[config.mk]
export PLATFORM = sky130hd
export DESIGN_NAME = mem_lsu_flat
export DESIGN_NICKNAME = d
export VERILOG_FILES = /design/src/rtl/mem_lsu_if.sv /design/src/rtl/mem_lsu.sv /design/src/flat_wrapper.sv
export SDC_FILE = /design/constraint.sdc
export NUM_CORES = 1
export LEC_CHECK = 0
export CAP_MARGIN = 20
export CORE_MARGIN = 1.5
export CORE_UTILIZATION = 35
export CTS_CLUSTER_DIAMETER = 200
export CTS_CLUSTER_SIZE = 25
export DETAILED_ROUTE_END_ITERATION = 8
export PLACE_DENSITY_LB_ADDON = 0.3
export SLEW_MARGIN = 20
export SYNTH_ARGS = -nofsm -noshare
export SYNTH_HDL_FRONTEND = slang
export SYNTH_SLANG_ARGS = --single-unit
[constraint.sdc]
create_clock -name clk -period 6.6 [get_ports clk]
set_input_delay 0.66 -clock clk [delete_from_list [all_inputs] [get_ports clk]]
set_output_delay 0.66 -clock clk [all_outputs]
set_load 0.005 [all_outputs]
[src/rtl/mem_lsu_if.sv]
// mem_lsu_if: data-memory request/response bus between the load/store unit and memory.
interface mem_lsu_if #(parameter int ADDR_W = 64);
  logic              dreq_valid;
  logic              dreq_ready;
  logic [ADDR_W-1:0] dreq_addr;
  logic              dreq_wen;
  logic [63:0]       dreq_wdata;
  logic [7:0]        dreq_wmask;
  logic              drsp_valid;
  logic [63:0]       drsp_rdata;
  modport master (
    output dreq_valid, dreq_addr, dreq_wen, dreq_wdata, dreq_wmask,
    input  dreq_ready, drsp_valid, drsp_rdata
  );
  modport slave (
    input  dreq_valid, dreq_addr, dreq_wen, dreq_wdata, dreq_wmask,
    output dreq_ready, drsp_valid, drsp_rdata
  );
endinterface

[src/rtl/mem_lsu.sv]
// mem_lsu: MEM-stage load/store unit; passes ALU ops through, runs memory handshakes for loads/stores.
module mem_lsu #(
  parameter int ADDR_W  = 64,
  parameter int TIMEOUT = 0
) (
  input  logic        clk,
  input  logic        rst_n,
  input  logic [63:0] inst_addr_i,
  input  logic [63:0] rd_wdata_i,
  input  logic [4:0]  rd_waddr_i,
  input  logic        reg_wen_i,
  input  logic        mem_ren_i,
  input  logic        mem_wen_i,
  input  logic [2:0]  funct3_i,
  input  logic [63:0] st_data_i,
  output logic [63:0] inst_addr_o,
  output logic [63:0] rd_wdata_o,
  output logic [4:0]  rd_waddr_o,
  output logic        reg_wen_o,
  output logic        stall_o,
  output logic        exc_o,
  mem_lsu_if.master   dmem
);
  typedef enum logic [1:0] {IDLE, REQ, WAIT, DONE} state_t;
  state_t      state;
  logic [63:0] pc_q, res_q, sh, ld_val, sdata;
  logic [4:0]  rd_q;
  logic [2:0]  f3_q, off_q;
  logic [7:0]  smask;
  logic        ld_q, mem_op, misal, illegal, bad, start, idle, done;
  always_comb begin
    mem_op  = mem_ren_i | mem_wen_i;
    misal   = funct3_i[1:0] == 2'd1 ? rd_wdata_i[0] :
              funct3_i[1:0] == 2'd2 ? |rd_wdata_i[1:0] :
              funct3_i[1:0] == 2'd3 ? |rd_wdata_i[2:0] : 1'b0;
    illegal = (mem_ren_i & mem_wen_i) | (mem_ren_i & funct3_i == 3'b111) | (mem_wen_i & funct3_i[2]);
    bad     = mem_op & (misal | illegal);
    idle    = state == IDLE;
    done    = state == DONE;
    start   = idle & mem_op & ~bad;
    smask   = (funct3_i[1:0] == 2'd0 ? 8'h01 : funct3_i[1:0] == 2'd1 ? 8'h03 :
               funct3_i[1:0] == 2'd2 ? 8'h0F : 8'hFF) << rd_wdata_i[2:0];
    sdata   = funct3_i[1:0] == 2'd0 ? {8{st_data_i[7:0]}} :
              funct3_i[1:0] == 2'd1 ? {4{st_data_i[15:0]}} :
              funct3_i[1:0] == 2'd2 ? {2{st_data_i[31:0]}} : st_data_i;
    sh      = dmem.drsp_rdata >> {off_q, 3'b000};
    ld_val  = f3_q == 3'b000 ? {{56{sh[7]}}, sh[7:0]} :
              f3_q == 3'b001 ? {{48{sh[15]}}, sh[15:0]} :
              f3_q == 3'b010 ? {{32{sh[31]}}, sh[31:0]} :
              f3_q == 3'b100 ? {56'd0, sh[7:0]} :
              f3_q == 3'b101 ? {48'd0, sh[15:0]} :
              f3_q == 3'b110 ? {32'd0, sh[31:0]} : sh;
    // Outputs are forced low while reset is held, even on the pass-through path
    inst_addr_o = !rst_n ? 64'd0 : done ? pc_q : inst_addr_i;
    rd_wdata_o  = !rst_n ? 64'd0 : done ? res_q : rd_wdata_i;
    rd_waddr_o  = !rst_n ? 5'd0 : done ? rd_q : rd_waddr_i;
    reg_wen_o   = rst_n & (done ? ld_q & |rd_q : idle & reg_wen_i & ~mem_op);
    stall_o     = rst_n & (start | state == REQ | state == WAIT);
    exc_o       = rst_n & idle & bad;
  end
  assign dmem.dreq_valid = state == REQ;
  always_ff @(posedge clk or negedge rst_n) begin
    if (!rst_n) begin
      state           <= IDLE;
      pc_q            <= '0;
      res_q           <= '0;
      rd_q            <= '0;
      f3_q            <= '0;
      off_q           <= '0;
      ld_q            <= 1'b0;
      dmem.dreq_addr  <= '0;
      dmem.dreq_wen   <= 1'b0;
      dmem.dreq_wdata <= '0;
      dmem.dreq_wmask <= '0;
    end else begin
      case (state)
        IDLE: if (start) begin
          pc_q            <= inst_addr_i;
          res_q           <= rd_wdata_i;
          rd_q            <= rd_waddr_i;
          f3_q            <= funct3_i;
          off_q           <= rd_wdata_i[2:0];
          ld_q            <= mem_ren_i;
          dmem.dreq_addr  <= {rd_wdata_i[ADDR_W-1:3], 3'b000};
          dmem.dreq_wen   <= mem_wen_i;
          dmem.dreq_wdata <= mem_wen_i ? sdata : 64'd0;
          dmem.dreq_wmask <= mem_wen_i ? smask : 8'd0;
          state           <= REQ;
        end
        REQ:  if (dmem.dreq_ready) state <= ld_q ? WAIT : DONE;
        WAIT: if (dmem.drsp_valid) begin
          res_q <= ld_val;
          state <= DONE;
        end
        DONE: state <= IDLE;
      endcase
    end
  end
endmodule

[src/flat_wrapper.sv]
// flat-port wrapper written by rule: the top's interface ports become plain ports
module mem_lsu_flat 
#(
  parameter int ADDR_W  = 64,
  parameter int TIMEOUT = 0
)
  (clk, rst_n, inst_addr_i, rd_wdata_i, rd_waddr_i, reg_wen_i, mem_ren_i, mem_wen_i, funct3_i, st_data_i, inst_addr_o, rd_wdata_o, rd_waddr_o, reg_wen_o, stall_o, exc_o, dmem_dreq_valid, dmem_dreq_addr, dmem_dreq_wen, dmem_dreq_wdata, dmem_dreq_wmask, dmem_dreq_ready, dmem_drsp_valid, dmem_drsp_rdata);
  mem_lsu_if #(.ADDR_W(ADDR_W)) dmem_i ();
  input  logic clk;
  input  logic rst_n;
  input  logic [63:0] inst_addr_i;
  input  logic [63:0] rd_wdata_i;
  input  logic [4:0] rd_waddr_i;
  input  logic reg_wen_i;
  input  logic mem_ren_i;
  input  logic mem_wen_i;
  input  logic [2:0] funct3_i;
  input  logic [63:0] st_data_i;
  output logic [63:0] inst_addr_o;
  output logic [63:0] rd_wdata_o;
  output logic [4:0] rd_waddr_o;
  output logic reg_wen_o;
  output logic stall_o;
  output logic exc_o;
  output wire logic [$bits(dmem_i.dreq_valid)-1:0] dmem_dreq_valid;
  output wire logic [$bits(dmem_i.dreq_addr)-1:0] dmem_dreq_addr;
  output wire logic [$bits(dmem_i.dreq_wen)-1:0] dmem_dreq_wen;
  output wire logic [$bits(dmem_i.dreq_wdata)-1:0] dmem_dreq_wdata;
  output wire logic [$bits(dmem_i.dreq_wmask)-1:0] dmem_dreq_wmask;
  input wire logic [$bits(dmem_i.dreq_ready)-1:0] dmem_dreq_ready;
  input wire logic [$bits(dmem_i.drsp_valid)-1:0] dmem_drsp_valid;
  input wire logic [$bits(dmem_i.drsp_rdata)-1:0] dmem_drsp_rdata;
  assign dmem_dreq_valid = dmem_i.dreq_valid;
  assign dmem_dreq_addr = dmem_i.dreq_addr;
  assign dmem_dreq_wen = dmem_i.dreq_wen;
  assign dmem_dreq_wdata = dmem_i.dreq_wdata;
  assign dmem_dreq_wmask = dmem_i.dreq_wmask;
  assign dmem_i.dreq_ready = dmem_dreq_ready;
  assign dmem_i.drsp_valid = dmem_drsp_valid;
  assign dmem_i.drsp_rdata = dmem_drsp_rdata;
  mem_lsu #(.ADDR_W(ADDR_W), .TIMEOUT(TIMEOUT)) u_core (.clk(clk), .rst_n(rst_n), .inst_addr_i(inst_addr_i), .rd_wdata_i(rd_wdata_i), .rd_waddr_i(rd_waddr_i), .reg_wen_i(reg_wen_i), .mem_ren_i(mem_ren_i), .mem_wen_i(mem_wen_i), .funct3_i(funct3_i), .st_data_i(st_data_i), .inst_addr_o(inst_addr_o), .rd_wdata_o(rd_wdata_o), .rd_waddr_o(rd_waddr_o), .reg_wen_o(reg_wen_o), .stall_o(stall_o), .exc_o(exc_o), .dmem(dmem_i));
endmodule
Word-level counts from Yosys, hierarchy flattened. Index checks and enable logic that the tools add are counted.

Divide/modulo/power cells: 0. Add/subtract/negate cells: 0. Magnitude comparators: 0. Eq/ne operators: 15. Reduce and logical (&&, ||, !) cells: 10. $mul: 0. Muxes and demuxes: 32. Shift operators: 2. Bitwise logic cells: 21.

Operators with widths (count): two-way mux 64 bit (16); one-hot mux 64 bit (2 select lines) (1); right shift 64 x 6 -> 64 bit (1); two-way mux 8 bit (4); bitwise AND 1 bit (13); == test 3 bit (second input constant) (4); two-way mux 5 bit (2); == test 2 bit (second input constant) (4); one-hot mux 2 bit (4 select lines) (1); << shifter 8 x 3 -> 8 bit (1); two-way mux 2 bit (3); OR 1 bit (6); AND reduction 3 bit (2); two-way mux 1 bit (5); OR reduction 5 bit (1); == test 2 x 1 -> 1 bit (second input constant) (2); logical NOT 2 bit (2); inequality test 2 x 1 -> 1 bit (second input constant) (2); == test 3 x 1 -> 1 bit (second input constant) (1); == test 3 x 2 -> 1 bit (second input constant) (1); logical NOT 3 bit (1); OR reduction 3 bit (1); inequality test 2 bit (second input constant) (1); NOT 1 bit (2); other kinds (3) (3).

Output and inout port bits: 274. Memories kept: 0. Bits in latches: 0. Logic and storage cells: 91. Input bits: 271. ROM bits: 0. Bits in registers: 276. RAM bits: 0.

Longest topological paths before layout.
Depth after elaboration: 11. Gate-level depth with buffers: 10. Gate-level depth less buffers: 7.

Least setup slack after synthesis. OpenSTA, ideal clock, no wires.

Path kind: input-to-output. Start point: input port funct3_i[0]. End point: output port stall_o. Path buffers: 4. Path slack: 3.359 ns. Stages on the path: 8. Required time: 5.940 ns. Data arrival time: 2.581 ns. Cell sequence: buf_2 > or2_1 > buf_2 > a222oi_1 > nand3b_1 > clkbuf_1 > clkbuf_1 > a21boi_0.

Word-level cells in the longest chain between the ends: 11.

RTL lines: from (decl) (line flat_wrapper.sv:17) `input logic [2:0] funct3_i;`; == test 3 bit or == test 2 bit (tied branches) (line mem_lsu.sv:36, mem_lsu.sv:35); bitwise AND 1 bit or two-way mux 1 bit (tied branches) (line mem_lsu.sv:36, mem_lsu.sv:35); OR 1 bit or two-way mux 1 bit (tied branches) (line mem_lsu.sv:36, mem_lsu.sv:34); OR 1 bit or two-way mux 1 bit (tied branches) (line mem_lsu.sv:36, mem_lsu.sv:33); OR 1 bit (*) (line mem_lsu.sv:37) `bad = mem_op & (misal | illegal);`; bitwise AND 1 bit (*) (line mem_lsu.sv:37); NOT 1 bit (*) (line mem_lsu.sv:40) `start = idle & mem_op & ~bad;`; bitwise AND 1 bit (*) (line mem_lsu.sv:40); OR 1 bit (*) (2 in a row) (line mem_lsu.sv:58) `stall_o = rst_n & (start | state == REQ | state == WAIT);`; bitwise AND 1 bit (*) (line mem_lsu.sv:58); to (decl) (line flat_wrapper.sv:23) `output logic stall_o;`.

Every way passes the cells marked *; elsewhere a longest branch is shown, timed or not.

Worst setup path in the final report.
Start point: register u_core.state[1]. End point: output port inst_addr_o[45].

Word-level cells in the longest chain between the ends: 3.

RTL lines: from (decl) (line mem_lsu.sv:25) `state_t state;`; from (signal assigned) (line mem_lsu.sv:90) `REQ: if (dmem.dreq_ready) state <= ld_q ? WAIT : DONE;`; == test 2 bit (line mem_lsu.sv:39) `done = state == DONE;`; two-way mux 64 bit (2 in a row) (line mem_lsu.sv:54) `inst_addr_o = !rst_n ? 64'd0 : done ? pc_q : inst_addr_i;`; to (decl) (line flat_wrapper.sv:19) `output logic [63:0] inst_addr_o;`.

No other way between the ends.

==> results.py <==
metrics = {
    "clocking": {
        "cts.sinks": 276,
        "cts-htree-levels": 1,
        "clock_path_buffers": 3,
        "cts-root-buf": "clkbuf_16",
        "post-cts-setup-buffers": 0,
        "cts_hold_buffers": 0,
        "clk_latency_ns": 0.53,
        "numCtsBuffers": 15,
        "path_clk_slew_ns": 0.11,
        "cts_tree": "yes",
        "cts_resized": 0,
    },
    "power_and_ir_drop": {
        "cellPowerDensity_nw_per_um2": 396,
        "irDropWorstVdd_uv": 308,
        "power_mw": 8.91,
        "power.leakage_nw": 9.17,
    },
    "logic_synthesis": {
        "ys_seq_elements": 276,
        "netlist_area_um2": 16200,
        "avgSynthCellArea_um2": 10.2,
        "ys_types": 50,
        "ys_warn_count": 0,
        "netlist_instances": 1590,
        "yosysSeqAreaShare": 0.425,
    },
    "sta": {
        "fin_crit_sh": 0.655,
        "fmax_ghz": 0.231,
        "finalWorstSetupSlack_ns": 2.28,
        "post-route-min-period_ns": 4.32,
        "slew_headroom": 0.292,
        "skew_ns": 0.0308,
        "report.final.slew_viol_count": 0,
        "fin_hold_ws_ns": 0.150,
        "rsz0062_at_grt": "false",
        "tns_ns": 0,
        "finalHoldViolations": 0,
        "worst_slew_pin_slew_ns": 1.06,
        "setup_viol": 0,
    },
    "detailed_routing": {
        "wl_met1_um": 23100,
        "top_layer": "met5",
        "wl_met2_um": 28600,
        "drtPass1Iterations": 5,
        "ant_nets": 0,
        "drcViolationCount": 0,
        "drtIter0Drc": 1055,
        "via_count": 14100,
        "via_per_inst": 5.35,
        "dr_wl_met3_um": 5080,
        "totalWireLength_um": 58800,
        "wl_per_cell_um": 22.3,
    },
    "global_route": {
        "grt_use_total": 0.239,
        "grt_overflow": 0,
        "grt_pass1_wl_um": 87600,
        "grt_pass1_vias": 14300,
        "grt_max_degree": 160,
        "antenna_found_initial": 2,
    },
    "floorplanning": {
        "core_area_um2": 45600,
        "fp.dieArea_um2": 47700,
        "die_y_um": 218,
        "start_util": 0.356,
        "die_width_um": 218,
        "ios": 545,
        "num_rows": 78,
    },
    "worst_setup_path": {
        "rr_worst_depth": 7,
        "criticalPathCategory": "flop to output pin",
        "crit_fanout": 61,
        "end_kind": "output pin",
        "arrival_ns": 3.66,
        "r2r_slack_ns": 2.68,
        "r2r-end": "u_core.res_q[50]$_DFFE_PN0P_",
        "r2r-start": "u_core.off_q[1]$_DFFE_PN0P_",
        "critPathRequiredTime_ns": 5.94,
        "cp-start-kind": "flop",
    },
    "status": {
        "run_status": "finished, final reports clean",
    },
    "placed_design": {
        "dpl-instance-area_um2": 22100,
        "post-place-ws_ns": 2.23,
        "portBuffers": 541,
        "dp_hpwl_um": 43600,
        "routabilityCongestion": 0.890,
    },
    "finish": {
        "layout_common_cells": "clkdlybuf4s50_1, dfrtp_1, mux2i_1, mux2_2, nor2b_1",
        "area_growth_syn_to_layout_pct": 38.6,
        "final_cell_area_um2": 22500,
        "drive_above_1_share": 0.114,
        "final_common_cell": "clkdlybuf4s50_1",
        "nNetsFinal": 2309,
    },
    "worst_hold_path": {
        "min_path_type": "input pin to asynchronous set/reset pin",
    },
    "flow_run": {
        "drv_cap": 0,
    },
}
==> where the power goes <==
| group | internal (mW) | switching (mW) | total [mW] |
|---|---|---|---|
| Sequential | 2.46 | 0.505 | 2.96 |
| Clock | 0.426 | 0.596 | 1.02 |
| Combinational | 2.56 | 2.36 | 4.92 |
==> worst max-delay path: stages (launching register included) <==
cell	delay, ns
dfrtp_1	0.50
ha_4	0.73
buf_4	0.93
mux2i_1	0.17
nor2b_1	0.23
clkdlybuf4s50_1	0.56
==> sequential cells by signal (all words and copies together), names as in the netlist <==
name	flops
u_core.state	2
u_core.off_q	3
u_core.ld_q	1
u_core.dmem.dreq_wen	1
u_core.dmem.dreq_wmask	8
u_core.res_q	64
u_core.dmem.dreq_addr	61
u_core.dmem.dreq_wdata	64
u_core.pc_q	64
u_core.rd_q	5
u_core.f3_q	3
==> metrics by stage <==
stage,instances,utilization
5_1_grt,2636,0.493
3_5_place_dp,2617,0.484
2_1_floorplan,1592,-
4_1_cts,2635,0.493
6_report,2636,0.493
3_3_place_gp,2617,0.484
==> logic make-up after synthesis <==
logic type	count (synthesis)	synth area share
simple gates	390	0.118
other cells	1	0.000231
flops	276	0.425
buf+inv	145	0.0362
fa+ha+maj	4	0.00308
compound gates	362	0.136
xor+xnor	1	0.000540
mux	411	0.280
==> area by class of cell <==
| class | count | area, um^2 |
|---|---|---|
| antenna | 1 | 2.50 |
| clock buffer | 17 | 383 |
| clock inverter | 1 | 30.0 |
| fill | 4309 | 23100 |
| inverter | 10 | 37.5 |
| multi-input combinational | 1171 | 8800 |
| sequential | 276 | 6910 |
| tap | 600 | 751 |
| timing repair buffer | 560 | 5580 |
==> per-layer routing <==
| metal | track usage | up-vias |
|---|---|---|
| met4 | 0.0878 | 2 |
| met3 | 0.0601 | 90 |
| li1 | - | 6537 |
| met2 | 0.407 | 590 |
| met1 | 0.290 | 6887 |
| met5 | 0 | - |
==> synthesized netlist by cell type, drive strengths merged <==
| cell type | count | area, um^2 |
|---|---|---|
| a21oi | 78 | 394 |
| a41oi | 1 | 8.76 |
| conb | 1 | 3.75 |
| nor2 | 92 | 345 |
| a22o | 61 | 534 |
| o21ai | 160 | 801 |
| nand2b | 14 | 87.6 |
| and2 | 1 | 6.26 |
| dfrtp | 276 | 6910 |
| nand3b | 2 | 15.0 |
| a211o | 1 | 8.76 |
| a21boi | 2 | 15.0 |
| a31oi | 5 | 31.3 |
| a211oi | 7 | 52.6 |
| a2111oi | 1 | 8.76 |
| ha | 4 | 50.1 |
| nand3 | 7 | 35.0 |
| or4b | 1 | 10.0 |
| inv | 9 | 33.8 |
| o31ai | 9 | 67.6 |
| buf | 48 | 221 |
| clkbuf | 87 | 328 |
| o21a | 13 | 97.6 |
| a22oi | 2 | 15.0 |
| a21o | 3 | 22.5 |
| mux2 | 163 | 1840 |
| nor2b | 154 | 963 |
| a32oi | 2 | 17.5 |
| o22ai | 2 | 12.5 |
| o41ai | 2 | 17.5 |
| mux4 | 18 | 405 |
| xnor2 | 1 | 8.76 |
| a222oi | 1 | 10.0 |
| clkinv | 1 | 3.75 |
| nand2 | 112 | 420 |
| or2 | 2 | 12.5 |
| nor3 | 3 | 15.0 |
| mux2i | 230 | 2300 |
| a31o | 1 | 8.76 |
| a221o | 1 | 10.0 |
| o221ai | 1 | 8.76 |
| o211ai | 9 | 67.6 |
| nand4 | 2 | 12.5 |
==> how the worst max path moves through the flow <==
stage                                      from                           end  slack, ns
finish              u_core.state[1]$_DFFE_PN0P_               inst_addr_o[45]       2.28
global route        u_core.state[1]$_DFFE_PN0P_               inst_addr_o[45]       2.04
CTS                 u_core.state[1]$_DFFE_PN0P_               inst_addr_o[45]       2.19
detailed placement                rd_wdata_i[2]  u_core.res_q[31]$_DFFE_PN0P_       2.23
global placement                  rd_wdata_i[2]  u_core.res_q[31]$_DFFE_PN0P_       2.43
floorplan                           funct3_i[0]                       stall_o       3.36
No activity file was read; power rests on OpenSTA's default activity.
